**src/rtl/mo_mul_arbiter.sv**
```systemverilog
// mo_mul_arbiter: shares one pipelined Montgomery multiplier (mo_mul) among NREQ
// requesters. One issue per cycle, an owner tag rides alongside every product,
// and each result is handed back to its owner as a one-cycle rsp_valid pulse.
// Build option: define MO_MUL_ARB_FIXPRIO_EN for fixed priority (lowest index
// wins); otherwise round-robin arbitration is used.
//
// mo_mul computes r == a*b*2^-WIDTH (mod Q) in centred form, one bit of a per
// stage. It is a free-running datapath without reset or stall; all control
// state (validity, ownership) lives in the arbiter's tag pipeline.

module mo_mul #(
  parameter int WIDTH = 12,
  parameter int Q     = 3329
) (
  input  logic                    clk,
  input  logic [WIDTH-1:0]        a_i,
  input  logic [WIDTH-1:0]        b_i,
  output logic signed [WIDTH:0]   r_o
);

  localparam logic [WIDTH:0] Q_T       = (WIDTH+1)'(Q);
  localparam logic [WIDTH:0] Q_HALF_UP = (WIDTH+1)'((Q + 1) / 2);
  localparam logic [WIDTH:0] Q_HALF_DN = (WIDTH+1)'((Q - 1) / 2);

  logic [WIDTH:0] t_out_q;
  logic [WIDTH:0] r_pos;

  genvar gi;
  generate
    for (gi = 0; gi < WIDTH; gi++) begin : g_stage
      // Each stage consumes bit 0 of its remaining 'a' bits, so the operand
      // shrinks by one bit per stage and nothing unused is carried along.
      localparam int AW = WIDTH - gi;
      logic [AW-1:0]    a_in;
      logic [WIDTH-1:0] b_in;
      logic [WIDTH:0]   t_in;
      logic [WIDTH+1:0] s;
      logic [WIDTH:0]   t_next;

      if (gi == 0) begin : g_src
        assign a_in = a_i;
        assign b_in = b_i;
        assign t_in = '0;
      end else begin : g_src
        logic [AW-1:0]    a_q;
        logic [WIDTH-1:0] b_q;
        logic [WIDTH:0]   t_q;
        // Capture the previous stage's partial sum and the operand bits still needed
        always_ff @(posedge clk) begin
          a_q <= g_stage[gi-1].a_in[AW:1];
          b_q <= g_stage[gi-1].b_in;
          t_q <= g_stage[gi-1].t_next;
        end
        assign a_in = a_q;
        assign b_in = b_q;
        assign t_in = t_q;
      end

      // t stays <= 2Q, so t + b + Q < 2^(WIDTH+2) for any Q < 2^WIDTH.
      assign s = {1'b0, t_in} + (a_in[0] ? {2'b00, b_in} : '0);
      // (s + Q) / 2 for odd s (Q odd) equals floor(s/2) + (Q+1)/2.
      assign t_next = s[WIDTH+1:1] + (s[0] ? Q_HALF_UP : '0);
    end
  endgenerate

  // Output register: the last stage result lands here
  always_ff @(posedge clk) begin
    t_out_q <= g_stage[WIDTH-1].t_next;
  end

  // Fold 0..2Q into 0..Q, then centre into (-Q/2, Q/2]; Q itself maps to 0.
  assign r_pos = (t_out_q >= Q_T) ? (t_out_q - Q_T) : t_out_q;
  assign r_o   = (r_pos > Q_HALF_DN) ? $signed(r_pos - Q_T) : $signed(r_pos);

endmodule

module mo_mul_arbiter #(
  parameter  int WIDTH = 12,
  parameter  int NREQ  = 2,
  localparam int IDW   = $clog2(NREQ)
) (
  input  logic                    clk,
  input  logic                    rst,
  input  logic [NREQ-1:0]         req_valid,
  output logic [NREQ-1:0]         req_ready,
  input  logic [NREQ*WIDTH-1:0]   req_a,
  input  logic [NREQ*WIDTH-1:0]   req_b,
  output logic [NREQ-1:0]         rsp_valid,
  output logic signed [WIDTH:0]   rsp_data,
  output logic                    busy
);

  localparam int Q = 3329;

  logic                  grant_any;
  logic [IDW-1:0]        grant_id;
  logic [WIDTH-1:0]      a_q, a_d;
  logic [WIDTH-1:0]      b_q, b_d;
  logic [WIDTH:0]        tag_v_q;
  logic [IDW-1:0]        tag_id_q [0:WIDTH];
  logic signed [WIDTH:0] mul_r;

  // Index of the lowest set bit; zero when the vector is empty.
  function automatic logic [IDW-1:0] lowest(input logic [NREQ-1:0] v);
    logic [IDW-1:0] r;
    r = '0;
    for (int i = NREQ - 1; i >= 0; i--) begin
      if (v[i]) r = IDW'(i);
    end
    return r;
  endfunction

  assign grant_any = |req_valid;

`ifdef MO_MUL_ARB_FIXPRIO_EN
  // Fixed priority: lowest requesting index wins
  always_comb begin
    grant_id = lowest(req_valid);
  end
`else
  logic [IDW-1:0]  ptr_q, ptr_d;
  logic [NREQ-1:0] mask_hi;
  logic [NREQ-1:0] masked_valid;

  genvar gi;
  generate
    for (gi = 0; gi < NREQ; gi++) begin : g_mask
      assign mask_hi[gi] = (IDW'(gi) > ptr_q);
    end
  endgenerate

  assign masked_valid = req_valid & mask_hi;

  // Round-robin: first requester above the last winner, else wrap to the lowest
  always_comb begin
    grant_id = (|masked_valid) ? lowest(masked_valid) : lowest(req_valid);
    ptr_d    = grant_any ? grant_id : ptr_q;
  end

  // Pointer remembers the last winner; idle cycles leave it alone
  always_ff @(posedge clk or posedge rst) begin
    if (rst) ptr_q <= IDW'(NREQ - 1);
    else     ptr_q <= ptr_d;
  end
`endif

  genvar gr;
  generate
    for (gr = 0; gr < NREQ; gr++) begin : g_port
      assign req_ready[gr] = grant_any && (grant_id == IDW'(gr));
      assign rsp_valid[gr] = tag_v_q[WIDTH] && (tag_id_q[WIDTH] == IDW'(gr));
    end
  endgenerate

  // Select the winner's operands; hold the stage-0 registers when idle
  always_comb begin
    a_d = a_q;
    b_d = b_q;
    for (int i = 0; i < NREQ; i++) begin
      if (req_ready[i]) begin
        a_d = req_a[i*WIDTH +: WIDTH];
        b_d = req_b[i*WIDTH +: WIDTH];
      end
    end
  end

  // Stage-0 operand registers feeding the multiplier
  always_ff @(posedge clk or posedge rst) begin
    if (rst) begin
      a_q <= '0;
      b_q <= '0;
    end else begin
      a_q <= a_d;
      b_q <= b_d;
    end
  end

  // Tag pipeline: one {valid,id} per multiplier stage, bubbles on idle cycles
  always_ff @(posedge clk or posedge rst) begin
    if (rst) begin
      tag_v_q <= '0;
      for (int i = 0; i <= WIDTH; i++) tag_id_q[i] <= '0;
    end else begin
      tag_v_q     <= {tag_v_q[WIDTH-1:0], grant_any};
      tag_id_q[0] <= grant_id;
      for (int i = 1; i <= WIDTH; i++) tag_id_q[i] <= tag_id_q[i-1];
    end
  end

  mo_mul #(
    .WIDTH (WIDTH),
    .Q     (Q)
  ) u_mo_mul (
    .clk (clk),
    .a_i (a_q),
    .b_i (b_q),
    .r_o (mul_r)
  );

  assign rsp_data = mul_r;
  assign busy     = |tag_v_q;

endmodule

```
**config.mk**
```make
export PLATFORM = sky130hd
export DESIGN_NAME = mo_mul_arbiter
export DESIGN_NICKNAME = d
export VERILOG_FILES = /design/src/rtl/mo_mul_arbiter.sv
export SDC_FILE = /design/constraint.sdc
export NUM_CORES = 1
export LEC_CHECK = 0
export CAP_MARGIN = 25
export CORE_UTILIZATION = 60
export DETAILED_ROUTE_END_ITERATION = 8
export HOLD_SLACK_MARGIN = 0.06
export PLACE_DENSITY = 0.78
export SLEW_MARGIN = 20
export SYNTH_ARGS = -nofsm -noshare
export SYNTH_HDL_FRONTEND = slang
export SYNTH_SLANG_ARGS = --single-unit
```
**constraint.sdc**
```tcl
create_clock -name clk -period 10.7 [get_ports clk]
set_input_delay 1.07 -clock clk [delete_from_list [all_inputs] [get_ports clk]]
set_output_delay 1.07 -clock clk [all_outputs]
set_load 0.03 [all_outputs]
```
==> impl_metrics.py <==
metrics = {
    "floorplan": {
        "io-pin-count": 70,
        "fp-row-count": 67,
        "die_h_um": 186,
        "die_area_sq_um": 34600,
        "die_w_um": 186,
        "core_sq_um": 33400,
        "start_util_pct": 60.8,
    },
    "cells_and_area": {
        "final_common_cell": "dfxtp_1",
        "fin_area_sq_um": 23000,
        "drive_gt1_share_pct": 5.47,
        "fin_nets": 2438,
        "final_cell_mix": "dfxtp_1, ha_1, and2_1",
        "fillers": 2486,
        "n_antenna_cell": 0,
        "final_cells": 2660,
        "synthToLayoutAreaGrowth_pct": 13.1,
    },
    "cts": {
        "clk_pin_slew_ps": 60,
        "cts_resized": 0,
        "cts_htree_levels": 2,
        "numCtsBuffers": 42,
        "clock_latency_ps": 540,
        "hold_buffers": 0,
        "cts_root_buffer": "clkbuf_16",
        "clock_path_buffers": 3,
        "clock-sinks": 404,
        "cts_tree": "done",
        "post-cts-setup-buffers": 0,
    },
    "sta": {
        "fin_crit_sh_pct": 53.4,
        "period_minus_slack_ps": 5720,
        "drv_slew": 0,
        "hold_viol": 0,
        "fin_setup_tns_ps": 0,
        "slew_headroom_pct": 43.2,
        "skew_ps": 13.4,
        "hold_ws_ps": 313,
        "worst_pin_slew_ps": 851,
        "setup_viol": 0,
        "rsz0062_at_grt": "no",
        "fmax_ghz": 0.175,
    },
    "global_route": {
        "antenna_found_initial": 0,
        "grt_max_degree": 52,
        "grt_pass1_vias": 15037,
        "grtUsageTotal_pct": 24.6,
        "overflow": 0,
        "grt_pass1_wl_um": 69600,
    },
    "yosys": {
        "synthTopCellsByArea": "dfxtp_1, ha_1, dfrtp_1",
        "ys.flop_type": "dfxtp_1",
        "syn_area_sq_um": 20300,
        "yosys.area_share.simple_pct": 19.0,
        "syn_inst": 2096,
        "synth_top_cell_area_share_pct": 34.8,
        "synth.distinct_cells": 79,
        "ys_seq_area_share_pct": 41.0,
        "synth_fa_ha_area_share_pct": 13.1,
        "synth_top_family_by_area": "simple AND/OR/NAND/NOR gates",
        "synth-xor-area-share_pct": 9.60,
        "synth_compound_area_share_pct": 15.3,
        "yosysTopAreaCell": "dfxtp_1",
        "synth.area.mux_share_pct": 0.295,
        "yosysWarnings": 0,
        "ys_ff_latch": 404,
        "synthArstFlopShare_pct": 12.6,
        "synth_fp_nets": 2355,
        "synth-edff-count": 0,
        "syn_avg_cell_area_sq_um": 9.70,
    },
    "critical_path": {
        "required_ps": 9630,
        "r2r_slack_ps": 6830,
        "path_class": "flop to output port",
        "cp_data_arrival_time_ps": 4650,
        "end_kind": "output port",
        "cp-start-kind": "flop",
        "path_max_fanout": 10,
    },
    "outcome": {
        "status": "finished, final reports clean",
    },
    "power": {
        "seqPwrFrac_pct": 27.5,
        "pwr-share-comb_pct": 53.1,
        "p_sw_share_pct": 40.3,
        "vdd_drop_max_mv": 0.211,
        "p_clk_share_pct": 19.4,
        "internal-power_w": 0.00479,
        "powerDensity_nw_per_um2": 349,
        "switchingPower_w": 0.00323,
        "leakage_nw": 10.1,
    },
    "run": {
        "maxCapViolCount": 0,
    },
    "routing": {
        "drt_iter0_markers": 794,
        "antenna_left": 0,
        "wirelength_um": 42000,
        "vias": 15211,
        "dr.pass1.iters": 6,
        "via_per_inst": 5.72,
        "routedWlPerCell_um": 15.8,
        "drc_errors": 0,
    },
    "place": {
        "place_inst": 2583,
        "post_dp_cell_area_sq_um": 21500,
        "io_buffers": 69,
        "place_congestion": 0.842,
        "post-dp-hpwl_um": 31500,
    },
    "hold_path": {
        "hp-class": "flop to flop",
    },
}
per-layer routing:
metal / vias to the layer above / part of all wire, % / global-route usage (%)
li1: 7725 / - / -
met1: 7102 / 44 / 29.5
met2: 304 / 49 / 44.6
met3: 80 / 3.8 / 3.89
met4: 0 / 2.6 / 8.00
met5: - / 0 / 0
final timing paths:
path,from,endpoint,cells past startpoint
max,u_mo_mul.t_out_q[3],rsp_data[5],11
max in group asynchronous,rst,tag_id_q[4],2
min,u_mo_mul.g_stage[7].a_in[4],u_mo_mul.g_stage[8].a_in[3],0
max reg2reg,u_mo_mul.g_stage[8].a_in[0],u_mo_mul.g_stage[9].g_src.t_q[12],13
min in group asynchronous,rst,b_q[4],2
min reg2reg,u_mo_mul.g_stage[7].a_in[4],u_mo_mul.g_stage[8].a_in[3],0
power by group through the flow:
stage,registers (W),clock network [W],logic (W)
4_1_cts,0.00221,0.00159,0.00424
5_1_grt,0.00225,0.00166,0.00475
3_3_place_gp,0.00223,0,0.00407
6_report,0.00221,0.00156,0.00426
2_1_floorplan,0.00211,0,0.00336
3_5_place_dp,0.00223,0,0.00418
flip-flops by register name (all words and copies together) (netlist names):
name / flops
u_mo_mul.g_stage.g_src.t_q: 142
u_mo_mul.g_stage.b_in: 132
u_mo_mul.g_stage.a_in: 66
tag_id_q: 13
tag_v_q: 13
u_mo_mul.t_out_q: 13
a_q: 12
b_q: 12
ptr_q: 1
final cells by class:
cell class,count,area (sq um),share of cell area (%)
multi-input combinational,1608,11700,50.8
sequential,404,8340,36.3
clock buffer,58,1210,5.28
timing repair buffer,72,713,3.10
tap,448,561,2.44
clock inverter,19,297,1.29
inverter,51,193,0.838
metrics by stage:
step	util [%]	setup WS (ps)	power (W)
floorplan	-	6380	0.00548
global placement	64.2	5610	0.00629
detailed placement	64.2	5570	0.00641
CTS	68.7	4940	0.00805
global route	68.7	4680	0.00866
finish	68.7	4980	0.00802
worst max-delay path, stage by stage (launching register included):
cell and delay (ps):
dfxtp_1 370, or4_1 740, nor4_4 550, nor2_1 250, o21ai_0 370, ha_1 220
nand2_1 60, o2111a_2 300, nor2_4 260, nor3_1 100, xnor2_1 200, clkdlybuf4s50_1 700
Yosys cell counts (6+ instances only):
cell type  count
and3_1        35
mux2i_1        6
inv_1         51
xor2_1        93
a22oi_1       24
nand4b_1       9
nand3b_1       7
nor2_1       134
nand3_1       56
o221ai_1       9
dfxtp_1      353
o31ai_1        8
nor4_1        10
a21o_1        47
nor2b_1       17
a31oi_1       26
a32oi_1       10
o211ai_1      18
nor3_1        64
or3_1         15
o21a_1        14
nand2b_1      14
a21oi_1       75
dfrtp_1       50
o21ai_0       65
a31o_2        14
a41oi_1        8
or2_2          9
xnor2_1      128
nand4_1       18
o21bai_1      11
nand2_1      157
fa_1          11
a211oi_1      30
a21bo_2        8
and2_1       162
clkbuf_1      27
ha_1         196
and4_1         7
o211a_1        6
logic make-up after synthesis:
group,count (synthesis)
AOI/OAI and AO/OA,434
xor gates and xnor gates,222
adders and majority gates,207
buffers and inverters,84
DFF,404
muxes,6
and+or+nand+nor,739
No activity file was read; power rests on OpenSTA's default activity.
